[config.mk]
export PLATFORM = sky130hd
export DESIGN_NAME = pc_gen_unit_flat
export DESIGN_NICKNAME = d
export VERILOG_FILES = /design/src/rtl/pc_gen_unit_if.sv /design/src/rtl/pc_gen_unit.sv /design/src/flat_wrapper.sv
export SDC_FILE = /design/constraint.sdc
export NUM_CORES = 1
export LEC_CHECK = 0
export ABC_AREA = 1
export ABC_CLOCK_PERIOD_IN_PS = 2160
export CORE_MARGIN = 4
export CORE_UTILIZATION = 44
export DETAILED_ROUTE_END_ITERATION = 12
export MAX_ROUTING_LAYER = met4
export PLACE_DENSITY = 0.78
export SLEW_MARGIN = 5
export SYNTH_ARGS = -nofsm -noshare
export SYNTH_HDL_FRONTEND = slang
export SYNTH_SLANG_ARGS = --single-unit
[constraint.sdc]
create_clock -name clk -period 2.16 [get_ports clk]
set_input_delay 0.432 -clock clk [delete_from_list [all_inputs] [get_ports clk]]
set_output_delay 0.432 -clock clk [all_outputs]
set_load 0.02 [all_outputs]
[src/rtl/pc_gen_unit_if.sv]
// Fetch PC generator bus: redirect/trap/stall requests in, fetch PC and status out.
// The master drives requests; the slave (pc_gen_unit) returns the PC.
interface pc_gen_unit_if #(
  parameter int unsigned XLEN = 32
);
  logic            stall_i;
  logic            redirect_i;
  logic [XLEN-1:0] redirect_target_i;
  logic            trap_i;
  logic [XLEN-1:0] trap_vector_i;
  logic [XLEN-1:0] pc_o;
  logic [XLEN-1:0] pc_plus_o;
  logic            pc_valid_o;
  logic            pending_o;
  logic            misaligned_o;

  modport master (
    output stall_i, redirect_i, redirect_target_i, trap_i, trap_vector_i,
    input  pc_o, pc_plus_o, pc_valid_o, pending_o, misaligned_o
  );

  modport slave (
    input  stall_i, redirect_i, redirect_target_i, trap_i, trap_vector_i,
    output pc_o, pc_plus_o, pc_valid_o, pending_o, misaligned_o
  );
endinterface

[src/rtl/pc_gen_unit.sv]
// RV32I fetch-stage PC generator: sequential increment, trap/redirect loads,
// and a one-entry pending redirect that is replayed when a stall releases.
module pc_gen_unit #(
  parameter int unsigned     XLEN         = 32,
  parameter logic [XLEN-1:0] RESET_VECTOR = '0,
  parameter int unsigned     INC          = 4,
  parameter int unsigned     ALIGN_BITS   = 2
) (
  input  logic        clk,
  input  logic        rst,
  pc_gen_unit_if.slave bus
);

  localparam logic [XLEN-1:0] W_INC      = XLEN'(INC);
  localparam logic [XLEN-1:0] ALIGN_MASK = ~((XLEN'(1) << ALIGN_BITS) - XLEN'(1));

  typedef enum logic [1:0] {
    BOOT = 2'd0,
    RUN  = 2'd1,
    HOLD = 2'd2
  } state_t;

  state_t          r_state;
  logic [XLEN-1:0] r_pc;
  logic            r_valid;
  logic            r_pending;
  logic [XLEN-1:0] r_pend_target;
  logic            r_pend_is_trap;
  logic            r_misaligned;

  logic            w_live_any;
  logic [XLEN-1:0] w_live_target;
  logic [XLEN-1:0] w_release_target;

  always_comb begin
    w_live_any       = bus.trap_i | bus.redirect_i;
    w_live_target    = bus.trap_i ? bus.trap_vector_i : bus.redirect_target_i;
    w_release_target = w_live_any ? w_live_target : r_pend_target;
  end

  // Pending target is stored unmasked so misalignment is judged when it loads.
  always_ff @(posedge clk or posedge rst) begin
    if (rst) begin
      r_state        <= BOOT;
      r_pc           <= RESET_VECTOR;
      r_valid        <= 1'b0;
      r_pending      <= 1'b0;
      r_pend_target  <= '0;
      r_pend_is_trap <= 1'b0;
      r_misaligned   <= 1'b0;
    end else begin
      r_misaligned <= 1'b0;
      case (r_state)
        BOOT: begin
          r_state <= RUN;
          r_valid <= 1'b1;
        end
        RUN: begin
          if (w_live_any) begin
            if (bus.stall_i) begin
              r_pend_target  <= w_live_target;
              r_pend_is_trap <= bus.trap_i;
              r_pending      <= 1'b1;
              r_state        <= HOLD;
            end else begin
              r_pc         <= w_live_target & ALIGN_MASK;
              r_misaligned <= |(w_live_target & ~ALIGN_MASK);
            end
          end else if (!bus.stall_i) begin
            r_pc <= r_pc + W_INC;
          end
        end
        HOLD: begin
          if (bus.stall_i) begin
            if (bus.trap_i) begin
              r_pend_target  <= bus.trap_vector_i;
              r_pend_is_trap <= 1'b1;
            end else if (bus.redirect_i && !r_pend_is_trap) begin
              r_pend_target <= bus.redirect_target_i;
            end
          end else begin
            r_pc           <= w_release_target & ALIGN_MASK;
            r_misaligned   <= |(w_release_target & ~ALIGN_MASK);
            r_pending      <= 1'b0;
            r_pend_is_trap <= 1'b0;
            r_state        <= RUN;
          end
        end
        default: begin
          r_state <= BOOT;
          r_valid <= 1'b0;
        end
      endcase
    end
  end

  assign bus.pc_o         = r_pc;
  assign bus.pc_plus_o    = r_pc + W_INC;
  assign bus.pc_valid_o   = r_valid;
  assign bus.pending_o    = r_pending;
  assign bus.misaligned_o = r_misaligned;

endmodule

[src/flat_wrapper.sv]
// flat-port wrapper written by rule: the top's interface ports become plain ports
module pc_gen_unit_flat 
#(
  parameter int unsigned     XLEN         = 32,
  parameter logic [XLEN-1:0] RESET_VECTOR = '0,
  parameter int unsigned     INC          = 4,
  parameter int unsigned     ALIGN_BITS   = 2
)
  (clk, rst, bus_stall_i, bus_redirect_i, bus_redirect_target_i, bus_trap_i, bus_trap_vector_i, bus_pc_o, bus_pc_plus_o, bus_pc_valid_o, bus_pending_o, bus_misaligned_o);
  pc_gen_unit_if #(.XLEN(XLEN)) bus_i ();
  input  logic clk;
  input  logic rst;
  input wire logic [$bits(bus_i.stall_i)-1:0] bus_stall_i;
  input wire logic [$bits(bus_i.redirect_i)-1:0] bus_redirect_i;
  input wire logic [$bits(bus_i.redirect_target_i)-1:0] bus_redirect_target_i;
  input wire logic [$bits(bus_i.trap_i)-1:0] bus_trap_i;
  input wire logic [$bits(bus_i.trap_vector_i)-1:0] bus_trap_vector_i;
  output wire logic [$bits(bus_i.pc_o)-1:0] bus_pc_o;
  output wire logic [$bits(bus_i.pc_plus_o)-1:0] bus_pc_plus_o;
  output wire logic [$bits(bus_i.pc_valid_o)-1:0] bus_pc_valid_o;
  output wire logic [$bits(bus_i.pending_o)-1:0] bus_pending_o;
  output wire logic [$bits(bus_i.misaligned_o)-1:0] bus_misaligned_o;
  assign bus_i.stall_i = bus_stall_i;
  assign bus_i.redirect_i = bus_redirect_i;
  assign bus_i.redirect_target_i = bus_redirect_target_i;
  assign bus_i.trap_i = bus_trap_i;
  assign bus_i.trap_vector_i = bus_trap_vector_i;
  assign bus_pc_o = bus_i.pc_o;
  assign bus_pc_plus_o = bus_i.pc_plus_o;
  assign bus_pc_valid_o = bus_i.pc_valid_o;
  assign bus_pending_o = bus_i.pending_o;
  assign bus_misaligned_o = bus_i.misaligned_o;
  pc_gen_unit #(.XLEN(XLEN), .RESET_VECTOR(RESET_VECTOR), .INC(INC), .ALIGN_BITS(ALIGN_BITS)) u_core (.clk(clk), .rst(rst), .bus(bus_i));
endmodule
After elaboration in Yosys (flattened, before gate mapping) --
Index checks and enable logic that the tools add are counted.
Storage, ports and cells: flip-flop bits (word level) 70, bits of input ports 69, output and inout bits 67, word-level logic and storage cells 61
Operators by class: add/sub/neg operators 1, equality and inequality tests 9, multiplexer cells 31, bitwise operators 1, reduce and logical (&&, ||, !) cells 12
Operators with widths (number):
- 2-to-1 mux 32 bit | 11
- case mux 32 bit (2 select lines) | 2
- adder 32 x 3 -> 32 bit (second input constant) | 1
- 2-to-1 mux 1 bit | 10
- inequality test 2 bit (second input constant) | 4
- case mux 1 bit (2 select lines) | 4
- AND reduction 4 bit | 2
- 2-to-1 mux 2 bit | 3
- case mux 2 bit (3 select lines) | 1
- AND reduction 3 bit | 2
- OR reduction 2 bit | 3
- AND reduction 5 bit | 1
- inequality test 3 x 2 -> 1 bit (second input constant) | 1
- inequality test 3 bit (second input constant) | 1
- == test 2 x 1 -> 1 bit (second input constant) | 1
- == test 2 bit (second input constant) | 1
- logical NOT 2 bit | 1
- inequality test 2 x 1 -> 1 bit (second input constant) | 1
- nonzero test 2 bit | 1
- logical AND 1 bit | 1
- logical NOT 1 bit | 1
- bitwise OR 1 bit | 1

Logic depth before layout (Yosys ltp) --
Gate-level depths: netlist (run 1).
word-level depth 6, depth in mapped cells 12, gate-level depth less buffers 12

Worst setup path before layout (run 1) --
OpenSTA, ideal clock, no wires.
kind reg2out, from reg u_core.r_pc[3] (netlist: u_core.bus.pc_o[3]), to out bus_pc_plus_o[16], data arrival time 1596 ps, data required time 1728 ps, path slack 132 ps, cell stages (with the launch flop) 7, buffers on the path 0, cell sequence dfrtp_1 ha_1 nand2_2 nor2_4 nand2_2 nor2_2 xor2_1
On the way: longest elaborated chain between the ends 1
Ends and longest elaborated chain:
- start, declared | line pc_gen_unit.sv:24 | logic [XLEN-1:0] r_pc;
- start signal, assigned | line pc_gen_unit.sv:66 | r_pc <= w_live_target & ALIGN_MASK;
- start signal, assigned | line pc_gen_unit.sv:70 | r_pc <= r_pc + W_INC;
- start signal, assigned | line pc_gen_unit.sv:82 | r_pc <= w_release_target & ALIGN_MASK;
- adder 32 x 3 -> 32 bit | line pc_gen_unit.sv:98 | assign bus.pc_plus_o = r_pc + W_INC;
- end, declared | line flat_wrapper.sv:19 | output wire logic [$bits(bus_i.pc_plus_o)-1:0] bus_pc_plus_o;
No other way between the ends.

Final worst setup path (run 1) --
from reg u_core.r_pc[2] (netlist: u_core.bus.pc_o[2]), to out bus_pc_plus_o[20]
Same word-level chain as after synthesis.

==> metrics, run 1 <==
Final Critical Period=2.28 ns; Worst-Skew Late Latency=0.35 ns; CP peak stage delay=around 0.37 ns; Root Buffer=clkbuf_8; mapped cell area=4800 µm²; Max FO, Critical Path=4; critical path, cell by cell=ha_2 -> nand2_2 -> nor2_4 -> nand2_4 -> nor2_4 -> buf_6 -> nand2_1 -> nand2_1 -> nand2_2 -> buf_6; Tot GR Track Use=0.237; HPWL Detailed=~11000 µm; Die Area=12600 µm²; final worst setup slack=-0.123 ns; worst r2r dst=u_core.bus.pc_o[7]; worst r2r src=u_core.r_state[0]; Setup CP Type=flop to primary output; Post-Synth Simple-Gate Area=0.347; initial antenna violation count=0; Die Y=112 µm; area grow syn2layout=49.6%; Synth Area in Adders=0.0104; Starting DRT DRC Count=between 400 and 500; TritonCTS Sinks=68; drt total wl=14600 µm; CP arrival=1.85 ns; LEAKAGE=between 3 and 4 nW; P per Cell Area=1310 nW/µm²; critical path's slowest cell=dfrtp_1; largest net degree at the start of global routing=about 70; largest family of logic cells by synthesized area=simple AND/OR/NAND/NOR gates; I/O Pins=136; chip width=112 µm; most frequent cells in the layout=nand2_1 (301), inv_1 (106), clkdlybuf4s50_1 (102); PortBufs=~130; Reg2Reg Depth=7; first-pass GRT wire length=23800 µm; core area=10500 µm²; sequential area share after synthesis=0.355; vias post-DR=between 5000 and 6000; CTS tree=built; H-tree levels=3; Worst setup startpoint=u_core.bus.pc_o[2]; Synth Warn #=0; grt ovf=0; count of different cell masters after synthesis=33; Final Wtd Congestion=~0.91; design area=7180 µm²; DP Area=6680 µm²; status=finished with violations; crit path launch type=flop; initial cell density of the core=0.458; Worst-Margin Slew=0.518 ns; # setup viols final=11; clk slew on worst S/H paths=0.07 ns; period utilisation layout=1.06; CP endpoint=bus_pc_plus_o[20]; first drt pass iteration count=5; DRC errors left=0; syn_area_per_cell=6.38 µm²; highest clock rate=438 MHz; Antenna Cells=0; vias in the first global route=between 4000 and 5000; # Max-Cap Violations=0; clock buffer depth=2; commonest non-fill, non-tap cell in the layout=nand2_1; post-synthesis xor/xnor area fraction=0.0352; RSZ-0062 raised after global routing=yes; Post-Syn Instances=around 750; worst clock skew=0.00805 ns; Post-DRT Antenna Nets=0; nets@finish=around 1000; failing checks=negative setup slack; Slew headroom=0.655; endpoint class of the critical path=primary output; Slew Limit Fails=0; Max IR drop VDD=1100 µV; Synth Area in Compound Gates=0.126; r2r setup slk=0.25 ns; vias per cell=between 4 and 5; share of layout cells above drive strength 1=0.201; Worst Path Required=1.73 ns; multiplexer share of the synthesized area=0.00235; #FFs+latches synth=68; routed len/inst=13.4 µm; delay-heaviest family, CP=simple AND/OR/NAND/NOR gates; worst hold slack=~0.47 ns; total CTS buffers=9; worst hold path class=input pin to asynchronous set/reset pin; Crit. path cell count=10; Final Hold Fails=0; WP buf/inv=2; Rows=37
metal layers:
metal	up-vias	global-route usage	routed length (µm)
met5	-	-	0
met4	0	0.0537	275
met3	23	0.0431	927
met2	165	0.373	7000
met1	2319	0.320	6370
li1	2651	-	-
flip-flops by register name (all words and copies together), names as in the netlist:
name                     cells
u_core.r_pend_is_trap        1
u_core.bus.pending_o         1
u_core.r_state               2
u_core.bus.pc_valid_o        1
u_core.r_pend_target        32
u_core.bus.misaligned_o      1
u_core.bus.pc_o             30
cell usage after synthesis:
master | number | area (µm²)
nor2_2 | 1 | 6.26
buf_4 | 8 | 60.1
nand2_2 | 5 | 31.3
conb_1 | 1 | 3.75
mux2_2 | 1 | 11.3
o21bai_1 | 2 | 15.0
dfrtp_1 | 68 | 1700
xor2_2 | 5 | 81.3
inv_1 | 108 | 405
and2_1 | 1 | 6.26
nor2_1 | 40 | 150
clkbuf_2 | 1 | 5.00
a21oi_4 | 1 | 16.3
o21ai_1 | 8 | 40.0
nand2_1 | 324 | 1220
a21oi_1 | 7 | 35.0
o22ai_1 | 2 | 12.5
ha_1 | 4 | 50.1
nand3b_1 | 8 | 60.1
clkbuf_1 | 18 | 67.6
o21ai_0 | 87 | 435
o22a_1 | 1 | 8.76
buf_2 | 9 | 45.0
o211ai_1 | 1 | 7.51
o221ai_1 | 1 | 8.76
inv_2 | 1 | 3.75
nor2_4 | 10 | 113
nand2_4 | 2 | 22.5
nand3_1 | 12 | 60.1
clkinv_1 | 1 | 3.75
xnor2_1 | 1 | 8.76
a31oi_1 | 4 | 25.0
xor2_1 | 9 | 78.8
power by group:
part           switching (mW)  internal (mW)
logic                    3.42           2.73
registers               0.361           1.90
clock network           0.475          0.512
total                    4.26           5.14
worst min-delay path by stage:
| stage | startpoint | end | cells past startpoint |
|---|---|---|---|
| after floorplan | u_core.r_pend_is_trap | u_core.r_pend_is_trap | 1 |
| after global placement | u_core.r_pend_target[5] | u_core.r_pend_target[5] | 2 |
| after detailed placement | u_core.bus.pc_valid_o | u_core.bus.pc_valid_o | 1 |
| after CTS | rst | u_core.r_pend_target[10] | 3 |
| after global routing | rst | u_core.r_pend_target[10] | 3 |
| final | rst | u_core.r_pend_target[10] | 3 |
kinds of logic after synthesis:
| kind of cell | count (synthesis) |
|---|---|
| adder cells (fa/ha/maj) | 4 |
| multiplexers | 1 |
| AND/OR/NAND/NOR | 403 |
| XOR/XNOR | 15 |
| buffers and inverters | 146 |
| other | 1 |
| flip-flops | 68 |
| AO/OA/AOI/OAI | 114 |
repair_timing:
item                       CTS  global route
pin swaps                   11            21
hold buffers                 0             0
resized for setup          135            59
setup buffers                6            13
setup endpoints to repair   29            29
per-stage QoR:
| stage | power (mW) | setup TNS, ns | util | cells | setup slack, ns |
|---|---|---|---|---|---|
| after global routing | 10.1 | -2.14 | 0.686 | 1088 | -0.224 |
| after global placement | 8.00 | -1.19 | 0.638 | 1053 | -0.137 |
| after detailed placement | 8.09 | -1.92 | 0.638 | 1053 | -0.175 |
| after floorplan | 5.38 | 0 | - | 755 | 0.0165 |
| after CTS | 9.05 | -0.347 | 0.659 | 1075 | -0.149 |
| final | 9.39 | -0.551 | 0.686 | 1088 | -0.123 |
worst reg2reg max path, stage by stage, from the launching register on:
cell and delay (ns):
dfrtp_1 0.35, inv_1 0.08, ha_1 0.33, inv_1 0.09, buf_4 0.44, o21ai_0 0.20, o21ai_0 0.16, o21ai_0 0.12
cell type report:
type / instances / area, µm²
Fill cell: 852 / 3290
Multi-Input combinational cell: 541 / 2660
Timing Repair Buffer: 217 / 2050
Sequential cell: 68 / 1700
Inverter: 110 / 415
Clock buffer: 15 / 176
Tap cell: 136 / 170
Clock inverter: 1 / 5.00
No activity file was read; power rests on OpenSTA's default activity.
==> run 2: changes to the inputs <==
--- a/config.mk
+++ b/config.mk
@@ -10,6 +10,7 @@
 export CORE_MARGIN = 4
 export CORE_UTILIZATION = 44
 export DETAILED_ROUTE_END_ITERATION = 12
+export GPL_TIMING_DRIVEN = 0
 export MAX_ROUTING_LAYER = met4
 export PLACE_DENSITY = 0.78
 export SLEW_MARGIN = 5
==> run 2 against run 1 <==
The run still ends with negative setup slack left. Maximum frequency shrank 1.2%. Power is essentially flat. Register-to-register slack lost 0.06 ns. Highest routed layer unchanged. Non-clock buffer count shrank 2. Setup slack lost 0.027 ns.
==> metrics, run 2 (synthesis results as in run 1) <==
HPWL Detailed=about 11000 µm; hold path cells=5; clock buffer depth=2; area grow syn2layout=47.3%; max FFs per register=32; # setup viols final=17; Pint=5.00 mW; drt total wl=roughly 15000 µm; vias per cell=4.82; share of layout cells above drive strength 1=0.200; Worst-Skew Late Latency=0.35 ns; hold endpoint=u_core.r_pend_target[8]; Root Buffer=clkbuf_8; r2r setup slk=about 0.19 ns; worst hold path class=input pin to flop; worst slack at placement=-0.472 ns; Worst Path Required=between 1.5 and 2 ns; largest net degree at the start of global routing=69; CTS hold repair buffers=0; commonest non-fill, non-tap cell in the layout=nand2_1; I/O Pins=~140; initial antenna violation count=0; WP buf/inv=1; Comb pwr share=0.637; Pwr Total=9.40 mW; Final Wtd Congestion=0.906; worst hold slack=0.494 ns; PortBufs=130; delay-heaviest family, CP=simple AND/OR/NAND/NOR gates; Starting DRT DRC Count=360; nets@finish=slightly above 1000; worst clock skew=~0.014 ns; first-pass GRT wire length=25000 µm; worst r2r src=u_core.r_state[0]; highest clock rate=roughly 430 MHz; critical path, cell by cell=ha_4 -> nand2_4 -> nor2_4 -> nand2_4 -> nor2_4 -> xor2_2 -> buf_6; Reg2Reg Depth=8; routed len/inst=14.2 µm; P_sw=4.40 mW; core area=10500 µm²; Tot GR Track Use=0.249; Fillers=899; Clock Power Share=0.110; CTS tree=built; LEAKAGE=3.67 nW; Max IR drop VDD=820 µV; Final Hold Fails=0; Die Y=112 µm; first drt pass iteration count=5; clk slew on worst S/H paths=0.08 ns; CP peak stage delay=0.42 ns; crit path launch type=flop; chip width=112 µm; # Max-Cap Violations=0; Rows=37; total CTS buffers=9; Slew Limit Fails=0; Sw Ratio=0.468; P per Cell Area=1330 nW/µm²; initial cell density of the core=0.458; Final Critical Period=2.31 ns; worst r2r dst=u_core.bus.pc_o[8]; TritonCTS Sinks=68; Die Area=12600 µm²; failing checks=negative setup slack; status=finished with violations; critical path's slowest cell=dfrtp_2; vias in the first global route=a little under 5000; Antenna Cells=0; H-tree levels=3; CP arrival=between 1.5 and 2 ns; Reg power frac=0.254; final worst setup slack=-0.150 ns; grt ovf=0; hold path start=bus_trap_i; most frequent cells in the layout=nand2_1 (302), inv_1 (106), clkdlybuf4s50_1 (102); Worst-Margin Slew=0.857 ns; period utilisation layout=1.07; RSZ-0062 raised after global routing=yes; endpoint class of the critical path=primary output; Slew headroom=0.429; vias post-DR=roughly 5200; Max FO, Critical Path=5; DRC errors left=0; Largest Register=u_core.r_pend_target; Post-DRT Antenna Nets=0; Setup CP Type=flop to primary output
[run 2: metrics by stage]
stage / util / cell area (µm²) / setup TNS (ns) / instances
final: 0.675 / 7060 / -1.20 / 1085
after global routing: 0.675 / 7060 / -2.65 / 1085
after CTS: 0.649 / 6790 / -1.26 / 1067
after detailed placement: 0.600 / 6280 / -5.66 / 1021
after global placement: 0.600 / 6280 / -84.46 / 1021
after floorplan: - / 4810 / 0 / 755
[run 2: tightest hold or removal path, cell delays in order]
cell     delay [ns]
buf_4          0.14
nand2_1        0.06
nand2_1        0.08
nand2_1        0.05
o21ai_0        0.06
[run 2: power groups by stage]
stage               logic, mW  clock network (mW)  registers, mW
global route             6.56                1.08           2.45
finish                   5.98                1.03           2.39
floorplan                2.71                   0           2.68
detailed placement       5.05                   0           2.46
global placement         4.97                   0           2.44
CTS                      5.57                1.04           2.35
[run 2: layout make-up]
| class | count | area (µm²) | share of cell area |
|---|---|---|---|
| multi-input cells | 541 | 2720 | 0.384 |
| flip-flops and latches | 68 | 1720 | 0.244 |
| repair buffers | 179 | 1680 | 0.238 |
| inverters | 110 | 415 | 0.0588 |
| plain buffers | 36 | 179 | 0.0253 |
| well taps | 136 | 170 | 0.0241 |
| clock buffers | 10 | 128 | 0.0181 |
| clock inverters | 5 | 53.8 | 0.00762 |
[run 2: what timing repair did]
action	CTS	global route
hold endpoints to repair	0	0
pin swaps	26	42
setup buffers	31	18
resized for setup	165	51
endpoints found under the setup margin	28	39
[run 2: worst max path at each step]
stage / startpoint / end / slack [ns] / cells past startpoint
after global routing: u_core.bus.pc_o[2] / bus_pc_plus_o[18] / -0.22 / 7
after detailed placement: u_core.bus.pc_o[3] / bus_pc_plus_o[16] / -0.47 / 7
after global placement: rst / u_core.r_pend_target[22] / -1.17 / 2
after floorplan: rst / u_core.bus.misaligned_o / 0.02 / 1
after CTS: u_core.bus.pc_o[2] / bus_pc_plus_o[16] / -0.13 / 7
final: u_core.bus.pc_o[2] / bus_pc_plus_o[18] / -0.15 / 7
[run 2: layer usage]
| layer | wire length (µm) | GRT usage | vias to the layer above | share of wire |
|---|---|---|---|---|
| met5 | 0 | - | - | 0 |
| li1 | - | - | 2644 | - |
| met2 | 7320 | 0.401 | 203 | 0.47 |
| met4 | 272 | 0.0721 | 0 | 0.018 |
| met1 | 6670 | 0.333 | 2363 | 0.43 |
| met3 | 1150 | 0.0302 | 21 | 0.074 |
==> run 3: changes to the inputs <==
--- a/config.mk
+++ b/config.mk
@@ -13,6 +13,7 @@
 export GPL_TIMING_DRIVEN = 0
 export MAX_ROUTING_LAYER = met4
 export PLACE_DENSITY = 0.78
+export REMOVE_ABC_BUFFERS = 1
 export SLEW_MARGIN = 5
 export SYNTH_ARGS = -nofsm -noshare
 export SYNTH_HDL_FRONTEND = slang
==> run 3 against run 2 <==
Combinational power hardly changed. Core utilization decreased by 0.68 points. Wire length fell by 2.5%. Design area is 1.0% lower. Clock-buffer cell count is 1 higher. Global-route usage decreased by 0.52 points. The run still ends with negative setup slack left. Clock power up 16%. Highest routed layer unchanged. Sequential share of layout area up 0.28 points.
==> metrics, run 3 (synthesis results as in run 1) <==
clock buffer depth=2; Post-DRT Antenna Nets=0; largest net degree at the start of global routing=52; vias in the first global route=around 4800; first-pass GRT wire length=~24000 µm; Max FO, Critical Path=5; H-tree levels=3; first drt pass iteration count=5; Slew Limit Fails=0; Slew headroom=0.421; area grow syn2layout=45.8%; worst clock skew=0.00960 ns; Final Wtd Congestion=roughly 0.93; Pint=5.17 mW; RSZ-0062 raised after global routing=yes; status=finished with violations; worst hold path class=input pin to asynchronous set/reset pin; Final Hold Fails=0; chip width=112 µm; commonest non-fill, non-tap cell in the layout=nand2_1; Die Y=112 µm; Worst Path Required=1.73 ns; Tot GR Track Use=0.244; crit path launch type=flop; clk slew on worst S/H paths=approximately 0.080 ns; initial antenna violation count=0; Comb pwr share=0.624; most frequent cells in the layout=nand2_1 (305), inv_1 (104), clkdlybuf4s50_1 (101); nets@finish=979; max FFs per register=32; share of layout cells above drive strength 1=0.190; # Max-Cap Violations=0; Reg power frac=0.251; LEAKAGE=3.56 nW; total CTS buffers=9; CTS hold repair buffers=0; Pwr Total=roughly 9.6 mW; CP arrival=1.84 ns; P_sw=between 4 and 5 mW; grt ovf=0; vias post-DR=5090; initial cell density of the core=0.458; P per Cell Area=1370 nW/µm²; final worst setup slack=-0.108 ns; endpoint class of the critical path=primary output; I/O Pins=136; worst slack at placement=-1.23 ns; Largest Register=u_core.r_pend_target; drt total wl=15000 µm; core area=approximately 10000 µm²; highest clock rate=441 MHz; Max IR drop VDD=approximately 650 µV; failing checks=negative setup slack; CTS tree=built; Final Critical Period=~2.3 ns; PortBufs=131; Starting DRT DRC Count=214; Root Buffer=clkbuf_8; Worst-Margin Slew=0.868 ns; Antenna Cells=0; TritonCTS Sinks=68; DRC errors left=0; vias per cell=4.86; period utilisation layout=1.05; Clock Power Share=0.125; # setup viols final=15; Die Area=12600 µm²; Setup CP Type=flop to primary output; Sw Ratio=0.459; routed len/inst=approximately 14 µm; Rows=37; HPWL Detailed=about 9300 µm; Worst-Skew Late Latency=between 0.3 and 0.4 ns
-- run 3: critical path, stage by stage, from the launching register on --
cell and delay [ns]:
dfrtp_2 0.43, ha_4 0.18, nand2_4 0.05, nor2_4 0.14
nand2_4 0.11, nor2_4 0.19, xor2_2 0.23, buf_6 0.15
-- run 3: path summary, 6_finish.rpt --
check                      depth (start not counted)                  start  slack (ns)                       end
hold reg to reg                                    1  u_core.r_pend_is_trap        0.54     u_core.r_pend_is_trap
hold / removal                                     2                    rst        0.42  u_core.r_pend_target[12]
setup reg to reg                                  10      u_core.r_state[1]        0.17  u_core.r_pend_target[23]
max in group asynchronous                          3                    rst        1.16       u_core.bus.pc_o[21]
min in group clk                                   1  u_core.r_pend_is_trap        0.54     u_core.r_pend_is_trap
setup / recovery                                   7     u_core.bus.pc_o[3]       -0.11         bus_pc_plus_o[12]
-- run 3: power by group through the flow --
stage	clock [mW]	sequential, mW	combinational, mW
finish	1.19	2.40	5.96
global route	1.26	2.48	6.51
detailed placement	0	2.47	4.88
global placement	0	2.44	4.73
floorplan	0	2.68	2.52
CTS	1.21	2.36	5.50
-- run 3: area by class of cell --
class                           count  area (µm²)
Multi-Input combinational cell    544        2760
Sequential cell                    68        1730
Clock buffer                       11         141
Timing Repair Buffer              172        1690
Inverter                          110         427
Timing Repair inverter              1        7.51
Clock inverter                      5        75.1
Fill cell                         911        3470
Tap cell                          136         170
-- run 3: metal layers --
metal  up-vias  track usage  part of all wire
met3        27       0.0485             0.070
met1      2308        0.309              0.42
li1       2581            -                 -
met5         -            -                 0
met4         0       0.0769             0.023
met2       174        0.395              0.49
-- run 3: metrics by stage --
| step | hold slack, ns | setup TNS [ns] | area [µm²] | utilization | instances |
|---|---|---|---|---|---|
| after floorplan | 0.482 | -0.950 | 4630 | - | 719 |
| after global placement | 0.494 | -213.26 | 6110 | 0.584 | 986 |
| after detailed placement | 0.507 | -66.89 | 6160 | 0.588 | 988 |
| after CTS | 0.425 | -1.35 | 6700 | 0.640 | 1036 |
| after global routing | 0.458 | -2.72 | 6990 | 0.668 | 1047 |
| final | 0.418 | -0.830 | 6990 | 0.668 | 1047 |
-- run 3: what timing repair did --
item | CTS | global route
setup endpoints to repair | 94 | 85
pin swaps | 21 | 28
setup buffers | 28 | 11
gates cloned | 4 | 0
resized for setup | 158 | 69
